## src/rtl/mode_key_sequencer.sv

```systemverilog
// mode_key_sequencer: debounced KEY[1:0] front end that steps
// the calculator MODE up/down by one per accepted press.
module mode_key_sequencer #(
  parameter int DEBOUNCE_CYCLES = 500000,
  localparam int CNT_W = $clog2(DEBOUNCE_CYCLES + 1)
) (
  input  logic       MAX10_CLK1_50,
  input  logic       RESET,
  input  logic [1:0] KEY,
  output logic [1:0] MODE,
  output logic       MODE_STROBE,
  output logic [1:0] KEY_PRESSED
);

  typedef enum logic [1:0] {
    REL,
    PWAIT,
    PRS,
    RWAIT
  } kstate_t;

  localparam logic [CNT_W-1:0] CNT_MAX = CNT_W'(DEBOUNCE_CYCLES);
  localparam logic [CNT_W-1:0] CNT_ONE = CNT_W'(1);

  logic [1:0] s1;
  logic [1:0] s2;
  logic [1:0] press;

  kstate_t          st_q  [2];
  kstate_t          st_d  [2];
  logic [CNT_W-1:0] cnt_q [2];
  logic [CNT_W-1:0] cnt_d [2];

  logic [1:0] mode_d;
  logic       strobe_d;

  // two-flop synchroniser; reset to the released level
  always_ff @(posedge MAX10_CLK1_50 or posedge RESET) begin
    if (RESET) begin
      s1 <= 2'b11;
      s2 <= 2'b11;
    end else begin
      s1 <= KEY;
      s2 <= s1;
    end
  end

  // per-key debounce state and stability counters
  always_ff @(posedge MAX10_CLK1_50 or posedge RESET) begin
    if (RESET) begin
      for (int i = 0; i < 2; i++) begin
        st_q[i]  <= REL;
        cnt_q[i] <= '0;
      end
    end else begin
      for (int i = 0; i < 2; i++) begin
        st_q[i]  <= st_d[i];
        cnt_q[i] <= cnt_d[i];
      end
    end
  end

  // debounce transitions; a press event fires on the PWAIT commit
  always_comb begin
    press = 2'b00;
    for (int i = 0; i < 2; i++) begin
      st_d[i]  = st_q[i];
      cnt_d[i] = cnt_q[i];
      unique case (st_q[i])
        REL: begin
          if (!s2[i]) begin
            st_d[i]  = PWAIT;
            cnt_d[i] = CNT_ONE;
          end
        end
        PWAIT: begin
          if (s2[i]) begin
            st_d[i]  = REL;
            cnt_d[i] = '0;
          end else if (cnt_q[i] == CNT_MAX) begin
            st_d[i]  = PRS;
            cnt_d[i] = '0;
            press[i] = 1'b1;
          end else begin
            cnt_d[i] = cnt_q[i] + CNT_ONE;
          end
        end
        PRS: begin
          if (s2[i]) begin
            st_d[i]  = RWAIT;
            cnt_d[i] = CNT_ONE;
          end
        end
        RWAIT: begin
          if (!s2[i]) begin
            st_d[i]  = PRS;
            cnt_d[i] = '0;
          end else if (cnt_q[i] == CNT_MAX) begin
            st_d[i]  = REL;
            cnt_d[i] = '0;
          end else begin
            cnt_d[i] = cnt_q[i] + CNT_ONE;
          end
        end
        default: begin
          st_d[i]  = REL;
          cnt_d[i] = '0;
        end
      endcase
    end
  end

  // resolve press events into the next mode; a tie clears to 0
  always_comb begin
    mode_d   = MODE;
    strobe_d = 1'b0;
    unique case (1'b1)
      press == 2'b11: begin
        mode_d   = 2'b00;
        strobe_d = 1'b1;
      end
      press == 2'b01: begin
        mode_d   = MODE + 2'd1;
        strobe_d = 1'b1;
      end
      press == 2'b10: begin
        mode_d   = MODE - 2'd1;
        strobe_d = 1'b1;
      end
      default: begin
        mode_d   = MODE;
        strobe_d = 1'b0;
      end
    endcase
  end

  // registered mode and its one-cycle update strobe
  always_ff @(posedge MAX10_CLK1_50 or posedge RESET) begin
    if (RESET) begin
      MODE        <= 2'b00;
      MODE_STROBE <= 1'b0;
    end else begin
      MODE        <= mode_d;
      MODE_STROBE <= strobe_d;
    end
  end

  // debounced level: pressed while stable-pressed or release pending
  always_comb begin
    KEY_PRESSED = 2'b00;
    for (int i = 0; i < 2; i++) begin
      KEY_PRESSED[i] = (st_q[i] == PRS) || (st_q[i] == RWAIT);
    end
  end

endmodule

```

## config.mk

```make
export PLATFORM = sky130hd
export DESIGN_NAME = mode_key_sequencer
export DESIGN_NICKNAME = d
export VERILOG_FILES = /design/src/rtl/mode_key_sequencer.sv
export SDC_FILE = /design/constraint.sdc
export NUM_CORES = 1
export LEC_CHECK = 0
export CAP_MARGIN = 20
export CORE_ASPECT_RATIO = 0.7
export CORE_UTILIZATION = 60
export CTS_CLUSTER_DIAMETER = 120
export DETAILED_ROUTE_END_ITERATION = 7
export HOLD_SLACK_MARGIN = 0.08
export PLACE_DENSITY = 0.81
export SYNTH_ARGS = -nofsm -noshare
export SYNTH_HDL_FRONTEND = slang
export SYNTH_SLANG_ARGS = --single-unit
```

## constraint.sdc

```tcl
create_clock -name MAX10_CLK1_50 -period 4.4 [get_ports MAX10_CLK1_50]
set_input_delay 0.66 -clock MAX10_CLK1_50 [delete_from_list [all_inputs] [get_ports MAX10_CLK1_50]]
set_output_delay 0.66 -clock MAX10_CLK1_50 [all_outputs]
set_load 0.01 [all_outputs]
```

; Word-level counts from Yosys, hierarchy flattened
; Index checks and enable logic that the tools add are counted.
[word_totals]
input_bits = 4
register_bits = 49
output_inout_bits = 5
[classes]
n_mux = 34
reduce_logical = 10
add_sub_neg = 4
n_eq_ne = 19
[ops]
columns = cell, n
row1 = 19-bit two-way mux, 10
row2 = 19-bit case mux with 4 select lines, 2
row3 = 19-bit by 1-bit adder with 19-bit output (second input constant), 2
row4 = 19-bit == test (second input constant), 2
row5 = 2-bit two-way mux, 12
row6 = 2-bit case mux with 4 select lines, 2
row7 = 2-bit == test (second input constant), 6
row8 = 3-bit != test (second input constant), 4
row9 = 2-bit != test (second input constant), 4
row10 = 4-bit AND reduction, 2
row11 = 1-bit two-way mux, 7
row12 = 2-bit by 1-bit == test with 1-bit output (second input constant), 3
row13 = 2-bit case mux with 3 select lines, 1
row14 = 2-bit zero test, 2
row15 = 2-bit AND reduction, 2
row16 = 3-bit nonzero test, 1
row17 = 3-bit OR reduction, 1
row18 = 2-bit by 1-bit adder with 2-bit output (second input constant), 1
row19 = 1-bit logical OR, 2
row20 = 2-bit by 1-bit subtractor with 2-bit output (second input constant), 1

; Depth between registers and ports, before layout
; Gate-level depths: netlist of the first run.
[logic_depth]
depth_word = 7
ltp_mapped = 10
depth_no_buf = 10

; Worst setup path after synthesis of the first run
; OpenSTA, ideal clock, no wires.
[synth_timing]
path_kind = flip-flop to flip-flop
start = reg cnt_q[19] (netlist name)
end = reg MODE[1]
required_ps = 4271
n_path_buf = 0
path_slack_ps = 2279
setup_time_ps = 129
t_arrival_ps = 1993
period_less_slack_ps = 2121
path_stages_with_launch = 11
path_cell_list = dfrtp_1 > inv_1 > ha_1 > and4bb_1 > nand2_1 > nand4b_1 > or4_1 > ha_1 > xnor2_1 > a21oi_1 > o22ai_1
[synth_between]
elab_chain_len = 6
[synth_rtl]
columns = element, line_no
row1 = from (decl), 31  ; logic [CNT_W-1:0] cnt_q [2];
row2 = "from (signal, indexed assignment)", 58  ; cnt_q[i] <= cnt_d[i];
row3 = 19-bit == test *, 80  ; end else if (cnt_q[i] == CNT_MAX) begin
row4 = 1-bit two-way mux *, 80
row5 = 1-bit two-way mux *, 77  ; if (s2[i]) begin
row6 = 1-bit two-way mux *, 69  ; unique case (st_q[i])
row7 = 2-bit == test (tied with other cells), 126  ; press == 2'b10: begin
row8 = 2-bit case mux with 3 select lines or 3-bit nonzero test (tied branches), -
row9 = to (signal assigned), 143  ; MODE <= mode_d;
row10 = to (decl), 10  ; output logic [1:0] MODE,
; Mark *: on every way between the ends. The rest lies on a longest branch, timed or not.
; A chain may end at the register's enable or synchronous reset.

; Final worst setup path of the first run
; Same ends and word-level chain as after synthesis.

==> flow_summary.rst, run 1 <==
.. list-table::
   :header-rows: 1

   * - Metric
     - Value
   * - Status
     - complete, no violations
   * - Vias post-DR
     - about 2300
   * - Sinks on the clock net
     - roughly 50
   * - Maximum operating frequency
     - 422 MHz
   * - Async SR Flop Fraction
     - 1.00
   * - Post-CTS setup-driven buffer insertion count
     - 0
   * - Setup skew after layout
     - 0.00636 ns
   * - Initial antenna violation count
     - 0
   * - Post-synth EDFFs
     - 0
   * - Startpoint of the worst setup timing path
     - cnt_q[19]
   * - Critical path data arrival time
     - approximately 2.6 ns
   * - Leading cell type by number of instances after synthesis
     - sky130_fd_sc_hd__dfrtp_1
   * - Post-Synthesis Net Count
     - 303
   * - Final setup violation count
     - 0
   * - Worst reg2reg path endpoint
     - MODE[1]
   * - Via count of the first global-routing pass
     - 2000
   * - Unrepaired setup endpoints after global routing
     - false
   * - DRC violations left
     - 0
   * - R2R Setup Slk
     - slightly above 2 ns
   * - Final worst hold slack
     - around 0.36 ns
   * - Clock tree from TritonCTS
     - done
   * - Critical path data required time
     - 4.61 ns
   * - Sequential share of the synthesized area
     - 0.456
   * - 1st-pass router iterations
     - 5
   * - Share of total power in sequential cells
     - 0.448
   * - Startpoint of the most critical register-to-register path
     - cnt_q[19]
   * - Core region area
     - 4330 µm²
   * - Post-cts gate resize count
     - 0
   * - Measured slew at the worst slew-check pin
     - between 0.9 and 1 ns
   * - Dpl cells
     - around 340
   * - Average vias per placed instance
     - between 6 and 7
   * - Die Height
     - approximately 58 µm
   * - Summed instance area of the synthesized netlist
     - 2700 µm²
   * - I/O pin count
     - 9
   * - Path type of the worst min-delay path
     - reg -> reg
   * - Diode insertion count for antenna repair
     - 0
   * - Latest clock arrival within the worst-skew pair
     - 0.29 ns
   * - Overall routed net length
     - 5740 µm
   * - Crit share post-route
     - 0.539
   * - Dominant cell type by area after synthesis
     - sky130_fd_sc_hd__dfrtp_1
   * - Leading post-synthesis cells by cell area
     - sky130_fd_sc_hd__dfrtp_1, sky130_fd_sc_hd__a31oi_1, sky130_fd_sc_hd__a21oi_1
   * - Depth of the worst register-to-register path
     - 10
   * - Half-perimeter wire length of the detailed placement result
     - approximately 4000 µm
   * - GRT Util Overall
     - 0.269
   * - Placement Cell Area
     - 2780 µm²
   * - Post-route cell area
     - 2880 µm²
   * - Top flip-flop cell by instance count after synthesis
     - sky130_fd_sc_hd__dfrtp_1
   * - Remaining global-route overflow
     - 0
   * - Internal power of the cells
     - 0.754 mW
   * - Timing endpoint of the critical path
     - MODE[1]
   * - Switching power as a share of total power
     - 0.392
   * - Average instance area after synthesis
     - 9.22 µm²
   * - Total power divided by cell area
     - 431 nW/µm²
   * - Post-Synthesis Cells
     - 293
   * - First DRT Iteration DRCs
     - 171
   * - Biggest fanout along the worst timing path
     - 4
   * - Number of nets with antenna violations after detailed routing
     - 0
   * - Global-route wire length before repair
     - 9580 µm
   * - Relative slew margins
     - 0.343
   * - Class of the most critical setup path
     - reg -> reg
   * - Leakage power
     - 1.21 nW
   * - Horizontal die dimension
     - 82.2 µm
   * - Crit start category
     - flip-flop
   * - Flip-flop and latch count after synthesis
     - 49
   * - Number of buffers added to fix hold violations after cts
     - 0
   * - Nets
     - 307
   * - Number of max-slew violations in the final report
     - 0
   * - Worst setup slack after layout
     - roughly 2 ns
   * - Post-placement worst setup slack
     - 2.06 ns
   * - H-tree level count
     - 2
   * - Setup_tns
     - 0 ns
   * - Synthesis-to-layout area growth
     - 6.67%
   * - Top post-synthesis cells by count
     - sky130_fd_sc_hd__dfrtp_1, sky130_fd_sc_hd__nand2_1, sky130_fd_sc_hd__a21oi_1
   * - Clock share of power
     - 0.212
   * - Worst vdd rail ir drop
     - 0.328 mV
   * - Library cell used as clock root buffer
     - sky130_fd_sc_hd__clkbuf_8
   * - Critical path endpoint category
     - flip-flop
   * - Number of CTS-inserted buffers
     - 5
   * - MaxCap Viol Count
     - 0
   * - Unique masters post-synth
     - 52
   * - Endpoints failing hold
     - 0
   * - Proportion of netlist area held by the largest area contributor
     - 0.417
   * - Count of standard-cell rows
     - 20
   * - Share of cells above drive strength 1
     - 0.0808
   * - Logic pwr share
     - 0.341
   * - Maximum count of clock buffers along a single path
     - 2
   * - Wire per inst
     - 16.3 µm
   * - Net Switching
     - 0.487 mW
   * - Clock transition at the registers of the reported paths
     - about 0.08 ns
   * - Initial core utilization
     - 0.624
   * - Port-buffer cells
     - 8
   * - Layout Cells excl Fill
     - 352
   * - Min Tclk post-route
     - 2.37 ns
   * - Die Footprint
     - 4780 µm²
   * - Maximum number of pins on one net before global-route repair
     - 50
   * - Weighted congestion reported at the end of routability-driven placement
     - 0.816
   * - Warning count from the yosys run
     - 0
state kept, by name, summed over array words and instances (netlist names), named ones only:
name and count:
MODE_STROBE 1, MODE 2, cnt_q 38, s2 2, s1 2, st_q 2
routing by layer:
metal,share of wire,global-route usage,routed length (µm)
met3,0.060,0.0630,347
met4,0.0031,0.0602,18
met1,0.52,0.427,2990
met5,0,0,0
met2,0.41,0.368,2380
worst min-delay path by stage:
stage / start / to / cells after the start
2_1_floorplan: s1[0] / s2[0] / 0
3_3_place_gp: s1[0] / s2[0] / 0
3_5_place_dp: s1[0] / s2[0] / 0
4_1_cts: s1[1] / s2[1] / 0
5_1_grt: s1[1] / s2[1] / 0
6_report: s1[0] / s2[0] / 0
final cells by class:
cell class                 instances  area, µm²
sequential                        49       1230
timing repair buffer               9        100
multi-input combinational        216       1340
tap                               55       68.8
clock buffer                       7       86.3
inverter                          16       60.1
fill                             354       1450
per-stage QoR:
| step | total power [mW] | utilization |
|---|---|---|
| final | 1.24 | 0.666 |
| after CTS | 1.24 | 0.661 |
| after detailed placement | 0.974 | 0.641 |
| after floorplan | 0.903 | - |
| after global routing | 1.33 | 0.666 |
| after global placement | 0.958 | 0.641 |
cells in the final DEF, fill, tap and decap left out, drive strengths merged, types with 4 or more instances in the layout:
| master | Yosys | routed |
|---|---|---|
| nand3 | 21 | 21 |
| xnor2 | 5 | 5 |
| a21o | 4 | 4 |
| nand4 | 7 | 7 |
| and3 | 9 | 9 |
| a21oi | 26 | 26 |
| nor3 | 4 | 4 |
| nor2 | 16 | 16 |
| inv | 16 | 16 |
| nor4 | 5 | 5 |
| and4 | 6 | 6 |
| dfstp | 4 | 4 |
| clkbuf | 4 | 7 |
| nand2 | 32 | 32 |
| dfrtp | 45 | 45 |
| clkdlybuf4s50 | 0 | 8 |
| a31oi | 21 | 21 |
| o21ai | 16 | 16 |
| ha | 6 | 6 |
| nand2b | 5 | 5 |
critical path, cell delays in order, from the launching register on:
cell                       delay [ns]
sky130_fd_sc_hd__dfrtp_1         0.41
sky130_fd_sc_hd__inv_1           0.11
sky130_fd_sc_hd__ha_1            0.15
sky130_fd_sc_hd__and4bb_1        0.22
sky130_fd_sc_hd__nand2_1         0.05
sky130_fd_sc_hd__nand4b_1        0.18
sky130_fd_sc_hd__or4_1           0.50
sky130_fd_sc_hd__ha_1            0.24
sky130_fd_sc_hd__xnor2_1         0.18
sky130_fd_sc_hd__a21oi_1         0.10
sky130_fd_sc_hd__o22ai_1         0.16
cells by family after synthesis:
family | Yosys count | synth area share
buffers and inverters | 28 | 0.0500
xor gates and xnor gates | 7 | 0.0227
adders and majority gates | 6 | 0.0278
and+or+nand+nor | 118 | 0.245
muxes | 2 | 0.00741
DFF | 49 | 0.456
AOI/OAI and AO/OA | 83 | 0.192
power by group through the flow:
stage          Combinational (mW)  Sequential (mW)  Clock, mW
2_1_floorplan               0.362            0.541          0
3_3_place_gp                0.399            0.559          0
3_5_place_dp                0.413            0.561          0
4_1_cts                     0.416            0.553      0.270
5_1_grt                     0.476            0.563      0.287
6_report                    0.423            0.556      0.263
(Power assumes the default switching activity.)
==> run 2, diff against run 1 <==
--- a/config.mk
+++ b/config.mk
@@ -7,11 +7,11 @@
 export LEC_CHECK = 0
 export CAP_MARGIN = 20
 export CORE_ASPECT_RATIO = 0.7
-export CORE_UTILIZATION = 60
+export CORE_UTILIZATION = 55
 export CTS_CLUSTER_DIAMETER = 120
 export DETAILED_ROUTE_END_ITERATION = 7
 export HOLD_SLACK_MARGIN = 0.08
-export PLACE_DENSITY = 0.81
+export PLACE_DENSITY = 0.79
 export SYNTH_ARGS = -nofsm -noshare
 export SYNTH_HDL_FRONTEND = slang
 export SYNTH_SLANG_ARGS = --single-unit
==> constraint.sdc (replaced) <==
create_clock -name MAX10_CLK1_50 -period 2.15 [get_ports MAX10_CLK1_50]
set_input_delay 0.3225 -clock MAX10_CLK1_50 [delete_from_list [all_inputs] [get_ports MAX10_CLK1_50]]
set_output_delay 0.3225 -clock MAX10_CLK1_50 [all_outputs]
set_load 0.01 [all_outputs]
==> run 2 against run 1 <==
The flow now finishes with violations (negative setup slack). Worst hold slack worse by 0.019 ns. Total power up 130%. Largest cell class unchanged. Clock power up 100%. Register-to-register slack worse by 2.2 ns. Clock skew up 0.0014 ns. Die area up 8.8%. Core utilization up 3.8 points. Highest routed layer unchanged. Clock-buffer cell count up 1. First-iteration DRC count up 47%.
==> flow_summary.rst, run 2 (synthesis gave the netlist of run 1 again) <==
.. list-table::
   :header-rows: 1

   * - Metric
     - Value
   * - Status
     - finished, violations left (was complete, no violations)
   * - Failing checks
     - negative setup slack
   * - Wire per inst
     - 16.9 µm (was 16.3 µm)
   * - Placement Cell Area
     - 3020 µm² (was 2780 µm²)
   * - Switching power as a share of total power
     - 0.389 (was 0.392)
   * - Number of nets with antenna violations after detailed routing
     - 0 (unchanged)
   * - Internal power of the cells
     - 1.71 mW (was 0.754 mW)
   * - Min Tclk post-route
     - 2.34 ns (was 2.37 ns)
   * - Delay of the slowest cell on the worst path
     - 0.58 ns (was 0.50 ns)
   * - Cell class contributing the biggest share of worst-path delay
     - simple AND/OR/NAND/NOR gates (unchanged)
   * - Total power divided by cell area
     - 876 nW/µm² (was 431 nW/µm²)
   * - Nets
     - 333 (was 307)
   * - Path type of the worst min-delay path
     - in -> async (was reg -> reg)
   * - Measured slew at the worst slew-check pin
     - 0.666 ns (was 0.986 ns)
   * - Share of total power in sequential cells
     - 0.393 (was 0.448)
   * - Synthesis-to-layout area growth
     - 18.0% (was 6.67%)
   * - Number of max-slew violations in the final report
     - 0 (unchanged)
   * - Overall routed net length
     - 6580 µm (was 5740 µm)
   * - Port-buffer cells
     - 8 (unchanged)
   * - Setup skew after layout
     - 0.00771 ns (was 0.00636 ns)
   * - Library cell used as clock root buffer
     - sky130_fd_sc_hd__clkbuf_8 (unchanged)
   * - Startpoint of the most critical register-to-register path
     - cnt_q[20] (was cnt_q[19])
   * - Critical path data required time
     - 2.35 ns (was 4.61 ns)
   * - Initial core utilization
     - 0.597 (was 0.624)
   * - Class of the most critical setup path
     - reg -> reg (unchanged)
   * - Combined buffer and inverter count along the critical path
     - 1 (unchanged)
   * - Clock transition at the registers of the reported paths
     - 0.09 ns (was 0.08 ns)
   * - Design Power
     - 2.80 mW (was 1.24 mW)
   * - Cell at the slowest stage of the critical path
     - sky130_fd_sc_hd__or4_4 (was sky130_fd_sc_hd__or4_1)
   * - Net Switching
     - 1.09 mW (was 0.487 mW)
   * - Fill cells
     - 329 (was 354)
   * - Endpoints failing hold
     - 0 (unchanged)
   * - Startpoint of the worst setup timing path
     - cnt_q[20] (was cnt_q[19])
   * - Remaining global-route overflow
     - 0 (unchanged)
   * - H-tree level count
     - 2 (unchanged)
   * - Maximum number of pins on one net before global-route repair
     - 26 (was 50)
   * - Die Footprint
     - 5200 µm² (was 4780 µm²)
   * - Sinks on the clock net
     - 49 (unchanged)
   * - Timing endpoint of the critical path
     - MODE[1] (unchanged)
   * - Initial antenna violation count
     - 0 (unchanged)
   * - Vias post-DR
     - 2406 (was 2251)
   * - Final worst hold slack
     - 0.343 ns (was 0.362 ns)
   * - Via count of the first global-routing pass
     - 2129 (was 2000)
   * - Most common library cell in the layout ignoring fill and taps
     - sky130_fd_sc_hd__dfrtp_1 (unchanged)
   * - Critical path endpoint category
     - flip-flop (unchanged)
   * - I/O pin count
     - 9 (unchanged)
   * - Worst vdd rail ir drop
     - 0.573 mV (was 0.328 mV)
   * - Clock share of power
     - 0.191 (was 0.212)
   * - Count of standard-cell rows
     - 20 (unchanged)
   * - Average vias per placed instance
     - 6.17 (was 6.39)
   * - Diode insertion count for antenna repair
     - 0 (unchanged)
   * - Crit share post-route
     - 1.09 (was 0.539)
   * - Largest reg by FF count
     - cnt_q (unchanged)
   * - Instance count on the critical path
     - 10 (unchanged)
   * - Horizontal die dimension
     - 85.8 µm (was 82.2 µm)
   * - Global-route wire length before repair
     - 10700 µm (was 9580 µm)
   * - Maximum operating frequency
     - 427 MHz (was 422 MHz)
   * - MaxCap Viol Count
     - 0 (unchanged)
   * - Commonest cells after routing, fill and taps aside
     - sky130_fd_sc_hd__dfrtp_1, sky130_fd_sc_hd__nand2_1, sky130_fd_sc_hd__buf_4 (was sky130_fd_sc_hd__dfrtp_1, sky130_fd_sc_hd__nand2_1, sky130_fd_sc_hd__a21oi_1)
   * - First DRT Iteration DRCs
     - 252 (was 171)
   * - Worst reg2reg path endpoint
     - MODE[1] (unchanged)
   * - Relative slew margins
     - 0.555 (was 0.343)
   * - Weighted congestion reported at the end of routability-driven placement
     - 0.917 (was 0.816)
   * - Die Height
     - 60.7 µm (was 58.2 µm)
   * - Number of buffers added to fix hold violations after cts
     - 0 (unchanged)
   * - Post-route cell area
     - 3190 µm² (was 2880 µm²)
   * - Clock tree from TritonCTS
     - done (unchanged)
   * - Crit start category
     - flip-flop (unchanged)
   * - Leakage power
     - 1.36 nW (was 1.21 nW)
   * - Biggest fanout along the worst timing path
     - 2 (was 4)
   * - 1st-pass router iterations
     - 5 (unchanged)
   * - Sequence of cells on the critical path
     - inv_2 -> ha_4 -> and4bb_1 -> nand2_1 -> nand4b_1 -> or4_4 -> ha_4 -> xnor2_4 -> a21oi_2 -> o22ai_2 (was inv_1 -> ha_1 -> and4bb_1 -> nand2_1 -> nand4b_1 -> or4_1 -> ha_1 -> xnor2_1 -> a21oi_1 -> o22ai_1)
   * - Post-placement worst setup slack
     - -0.166 ns (was 2.06 ns)
   * - DRC violations left
     - 0 (unchanged)
   * - Logic pwr share
     - 0.416 (was 0.341)
   * - Final setup violation count
     - 1 (was 0)
   * - Max FFs per register
     - 38 (unchanged)
   * - Critical path data arrival time
     - 2.54 ns (was 2.58 ns)
   * - Number of CTS-inserted buffers
     - 5 (unchanged)
   * - Unrepaired setup endpoints after global routing
     - true (was false)
   * - Most common cell on crit path
     - sky130_fd_sc_hd__ha_4 (was sky130_fd_sc_hd__ha_1)
   * - Half-perimeter wire length of the detailed placement result
     - 4730 µm (was 3930 µm)
   * - GRT Util Overall
     - 0.277 (was 0.269)
   * - Share of cells above drive strength 1
     - 0.179 (was 0.0808)
   * - Maximum count of clock buffers along a single path
     - 2 (unchanged)
   * - Depth of the worst register-to-register path
     - 10 (unchanged)
   * - Core region area
     - 4530 µm² (was 4330 µm²)
   * - Latest clock arrival within the worst-skew pair
     - 0.31 ns (was 0.29 ns)
   * - R2R Setup Slk
     - -0.19 ns (was 2.03 ns)
   * - Worst setup slack after layout
     - -0.194 ns (was 2.03 ns)
-- run 2: changes by cell type in the layout (fill, tap and decap cells not counted), sizes merged --
cell    delta
buf       +26
clkbuf     +1
-- run 2: power by group through the flow --
stage                     clock [mW]  combinational [mW]  sequential (mW)
final                          0.534                1.16             1.10
after global routing           0.587                1.26             1.11
after CTS                      0.539                1.12             1.10
after detailed placement           0                1.10             1.12
after global placement             0                1.08             1.11
after floorplan                    0               0.740             1.11
-- run 2: final cells by class --
type,count,area (µm²),area share
Inverter,16,60.1,0.0188
Sequential cell,49,1230,0.386
Timing Repair Buffer,35,320,0.100
Tap cell,66,82.6,0.0259
Clock buffer,8,80.1,0.0251
Multi-Input combinational cell,216,1420,0.444
-- run 2: timing repair --
item | CTS | global route
gates cloned | 0 | 0
buffers inserted | 1 | 0
pin swaps | 2 | 7
endpoints found under the setup margin | 1 | 4
resized for setup | 4 | 9
-- run 2: routing by layer --
metal,vias up,track usage,share of wire
met5,-,0,0
met4,0,0.0738,0.013
met3,12,0.0667,0.076
met2,109,0.385,0.41
met1,1145,0.430,0.50
li1,1140,-,-
-- run 2: worst min path at each step --
stage / start / to / slack (ns)
after floorplan: KEY[0] / s1[0] / 0.33
after global placement: s1[0] / s2[0] / 0.35
after detailed placement: s1[1] / s2[1] / 0.35
after CTS: RESET / cnt_q[32] / 0.36
after global routing: s1[1] / s2[1] / 0.36
final: RESET / cnt_q[11] / 0.34
-- run 2: through the flow --
stage	TNS [ns]	util	cells
2_1_floorplan	0	-	293
3_3_place_gp	-0.0345	0.667	381
3_5_place_dp	-0.166	0.667	381
4_1_cts	-0.0787	0.692	390
5_1_grt	-0.312	0.704	390
6_report	-0.194	0.704	390
==> run 3, diff against run 2 <==
--- a/config.mk
+++ b/config.mk
@@ -12,6 +12,7 @@
 export DETAILED_ROUTE_END_ITERATION = 7
 export HOLD_SLACK_MARGIN = 0.08
 export PLACE_DENSITY = 0.79
+export RECOVER_POWER = 50
 export SYNTH_ARGS = -nofsm -noshare
 export SYNTH_HDL_FRONTEND = slang
 export SYNTH_SLANG_ARGS = --single-unit
==> run 3 against run 2 <==
The flow still finishes with violations (negative setup slack). Total power shrank 0.15%. Worst hold slack gained 0.015 ns. Fmax about the same. Clock skew grew 0.0017 ns. First-iteration DRC count shrank 6.3%. Sequential power is essentially flat. Via count decreased by 0.50%. Register-to-register slack barely moved. Sequential share of layout area increased by 0.23 points.
==> flow_summary.rst, run 3 (synthesis gave the netlist of run 1 again) <==
.. list-table::
   :header-rows: 1

   * - Metric
     - Value
   * - Global-route wire length before repair
     - 10700 µm (unchanged)
   * - Most common library cell in the layout ignoring fill and taps
     - sky130_fd_sc_hd__dfrtp_1 (unchanged)
   * - Synthesis-to-layout area growth
     - 17.3% (was 18.0%)
   * - Final setup violation count
     - 1 (unchanged)
   * - Core region area
     - 4530 µm² (unchanged)
   * - Measured slew at the worst slew-check pin
     - 0.805 ns (was 0.666 ns)
   * - Via count of the first global-routing pass
     - 2129 (unchanged)
   * - Placement Cell Area
     - 3020 µm² (unchanged)
   * - Count of standard-cell rows
     - 20 (unchanged)
   * - Critical path endpoint category
     - flip-flop (unchanged)
   * - Number of max-slew violations in the final report
     - 0 (unchanged)
   * - Met2 GRT Util
     - 0.385 (unchanged)
   * - DRC violations left
     - 0 (unchanged)
   * - Nets
     - 333 (unchanged)
   * - Sinks on the clock net
     - 49 (unchanged)
   * - Overall routed net length
     - 6590 µm (was 6580 µm)
   * - GRT Util Overall
     - 0.277 (unchanged)
   * - Initial core utilization
     - 0.597 (unchanged)
   * - Maximum number of pins on one net before global-route repair
     - 26 (unchanged)
   * - Crit share post-route
     - 1.09 (about the same)
   * - Number of CTS-inserted buffers
     - 5 (unchanged)
   * - Max FFs per register
     - 38 (unchanged)
   * - Wire per inst
     - 16.9 µm (about the same)
   * - Port-buffer cells
     - 8 (unchanged)
   * - Number of buffers added to fix hold violations after cts
     - 0 (unchanged)
   * - Largest reg by FF count
     - cnt_q (unchanged)
   * - Dpl cells
     - 381 (unchanged)
   * - Critical path data required time
     - 2.35 ns (about the same)
   * - Class of the most critical setup path
     - reg -> reg (unchanged)
   * - I/O pin count
     - 9 (unchanged)
   * - Met3 global-route usage
     - 0.0667 (unchanged)
   * - Weighted congestion reported at the end of routability-driven placement
     - 0.917 (unchanged)
   * - Latest clock arrival within the worst-skew pair
     - 0.31 ns (about the same)
   * - Endpoints failing hold
     - 0 (unchanged)
   * - Diode insertion count for antenna repair
     - 0 (unchanged)
   * - Horizontal die dimension
     - 85.8 µm (unchanged)
   * - Relative slew margins
     - 0.463 (was 0.555)
   * - Maximum count of clock buffers along a single path
     - 2 (unchanged)
   * - Die Footprint
     - 5200 µm² (unchanged)
   * - Die Height
     - 60.7 µm (unchanged)
   * - Share of cells above drive strength 1
     - 0.173 (was 0.179)
   * - 1st-pass router iterations
     - 5 (unchanged)
   * - Worst vdd rail ir drop
     - 0.571 mV (was 0.573 mV)
   * - Crit start category
     - flip-flop (unchanged)
   * - Peak-usage layer in the global routing report
     - met1 (unchanged)
   * - Failing checks
     - negative setup slack (unchanged)
   * - Clock transition at the registers of the reported paths
     - 0.09 ns (about the same)
   * - Layout Cells excl Fill
     - 390 (unchanged)
   * - Post-placement worst setup slack
     - -0.166 ns (unchanged)
   * - Biggest fanout along the worst timing path
     - 2 (unchanged)
   * - Unrepaired setup endpoints after global routing
     - true (unchanged)
   * - Path type of the worst min-delay path
     - reg -> reg (was in -> async)
   * - Leakage power
     - 1.36 nW (about the same)
   * - Average vias per placed instance
     - 6.14 (was 6.17)
   * - Worst setup slack after layout
     - -0.192 ns (was -0.194 ns)
   * - Min Tclk post-route
     - 2.34 ns (about the same)
   * - M1 GR Usage
     - 0.430 (unchanged)
   * - H-tree level count
     - 2 (unchanged)
   * - First DRT Iteration DRCs
     - 236 (was 252)
   * - Maximum operating frequency
     - 427 MHz (about the same)
   * - Half-perimeter wire length of the detailed placement result
     - 4730 µm (unchanged)
   * - Vias post-DR
     - 2394 (was 2406)
   * - Clock tree from TritonCTS
     - done (unchanged)
   * - Status
     - finished, violations left (unchanged)
   * - Initial antenna violation count
     - 0 (unchanged)
   * - Fill cells
     - 333 (was 329)
   * - Post-route cell area
     - 3170 µm² (was 3190 µm²)
   * - Library cell used as clock root buffer
     - sky130_fd_sc_hd__clkbuf_8 (unchanged)
   * - Commonest cells after routing, fill and taps aside
     - sky130_fd_sc_hd__dfrtp_1, sky130_fd_sc_hd__nand2_1, sky130_fd_sc_hd__a21oi_1, sky130_fd_sc_hd__buf_4 (was sky130_fd_sc_hd__dfrtp_1, sky130_fd_sc_hd__nand2_1, sky130_fd_sc_hd__buf_4)
   * - MaxCap Viol Count
     - 0 (unchanged)
   * - Setup skew after layout
     - 0.00937 ns (was 0.00771 ns)
   * - Total power divided by cell area
     - 880 nW/µm² (was 876 nW/µm²)
   * - Remaining global-route overflow
     - 0 (unchanged)
   * - Critical path data arrival time
     - 2.54 ns (about the same)
   * - Number of nets with antenna violations after detailed routing
     - 0 (unchanged)
-- run 3: cell count changes in the layout (fill, tap and decap cells not counted), sizes merged --
cell	previous run	this run
dlygate4sd3	0	3
buf	27	25
clkdlybuf4s50	8	5
clkbuf	8	10
-- run 3: timing repair --
action                                  4_1_cts  5_1_grt
endpoints found under the setup margin        1        4
setup buffers                                 1        0
gates resized for setup                       4        9
pin swaps                                     2        7
-- run 3: worst paths after layout --
path / startpoint / end / slack (ns) / cells past startpoint
worst max-delay path: cnt_q[20] / MODE[1] / -0.19 / 10
worst min-delay path: s1[1] / s2[1] / 0.36 / 0
worst max register to register: cnt_q[20] / MODE[1] / -0.19 / 10
worst min register to register: s1[1] / s2[1] / 0.36 / 0
max in group asynchronous: RESET / s2[0] / 0.53 / 3
min in group asynchronous: RESET / cnt_q[31] / 0.60 / 2
-- run 3: layout make-up --
class / count / area, µm² / area share
inverters: 16 / 60.1 / 0.0189
well taps: 66 / 82.6 / 0.0260
clock buffers: 8 / 80.1 / 0.0253
repair buffers: 35 / 302 / 0.0951
flip-flops and latches: 49 / 1230 / 0.388
multi-input cells: 216 / 1420 / 0.446
-- run 3: per-stage QoR --
step                       util  hold WS (ns)  TNS, ns  total power [mW]
after detailed placement  0.667         0.347   -0.166              2.22
final                     0.700         0.357   -0.192              2.79
after CTS                 0.692         0.360  -0.0787              2.76
after floorplan               -         0.327        0              1.85
after global routing      0.700         0.362   -0.312              2.96
after global placement    0.667         0.346  -0.0345              2.19
-- run 3: per-layer routing --
metal | vias to the layer above | wire [µm] | share of wire
li1 | 1142 | - | -
met1 | 1132 | 3260 | 0.49
met2 | 112 | 2710 | 0.41
met3 | 8 | 560 | 0.085
met4 | 0 | 63 | 0.0096
met5 | - | 0 | 0
-- run 3: critical path, stage by stage (launching register included) --
cell	delay, ns
sky130_fd_sc_hd__dfrtp_1	0.40
sky130_fd_sc_hd__inv_2	0.09
sky130_fd_sc_hd__ha_4	0.12
sky130_fd_sc_hd__and4bb_1	0.22
sky130_fd_sc_hd__nand2_1	0.05
sky130_fd_sc_hd__nand4b_1	0.18
sky130_fd_sc_hd__or4_4	0.58
sky130_fd_sc_hd__ha_4	0.20
sky130_fd_sc_hd__xnor2_4	0.14
sky130_fd_sc_hd__a21oi_2	0.16
sky130_fd_sc_hd__o22ai_2	0.08
-- run 3: where the power goes --
| part | leakage (nW) | internal, mW | switching, mW |
|---|---|---|---|
| Clock | 0.0395 | 0.232 | 0.303 |
| Combinational | 0.664 | 0.456 | 0.699 |
| Sequential | 0.655 | 1.01 | 0.0871 |
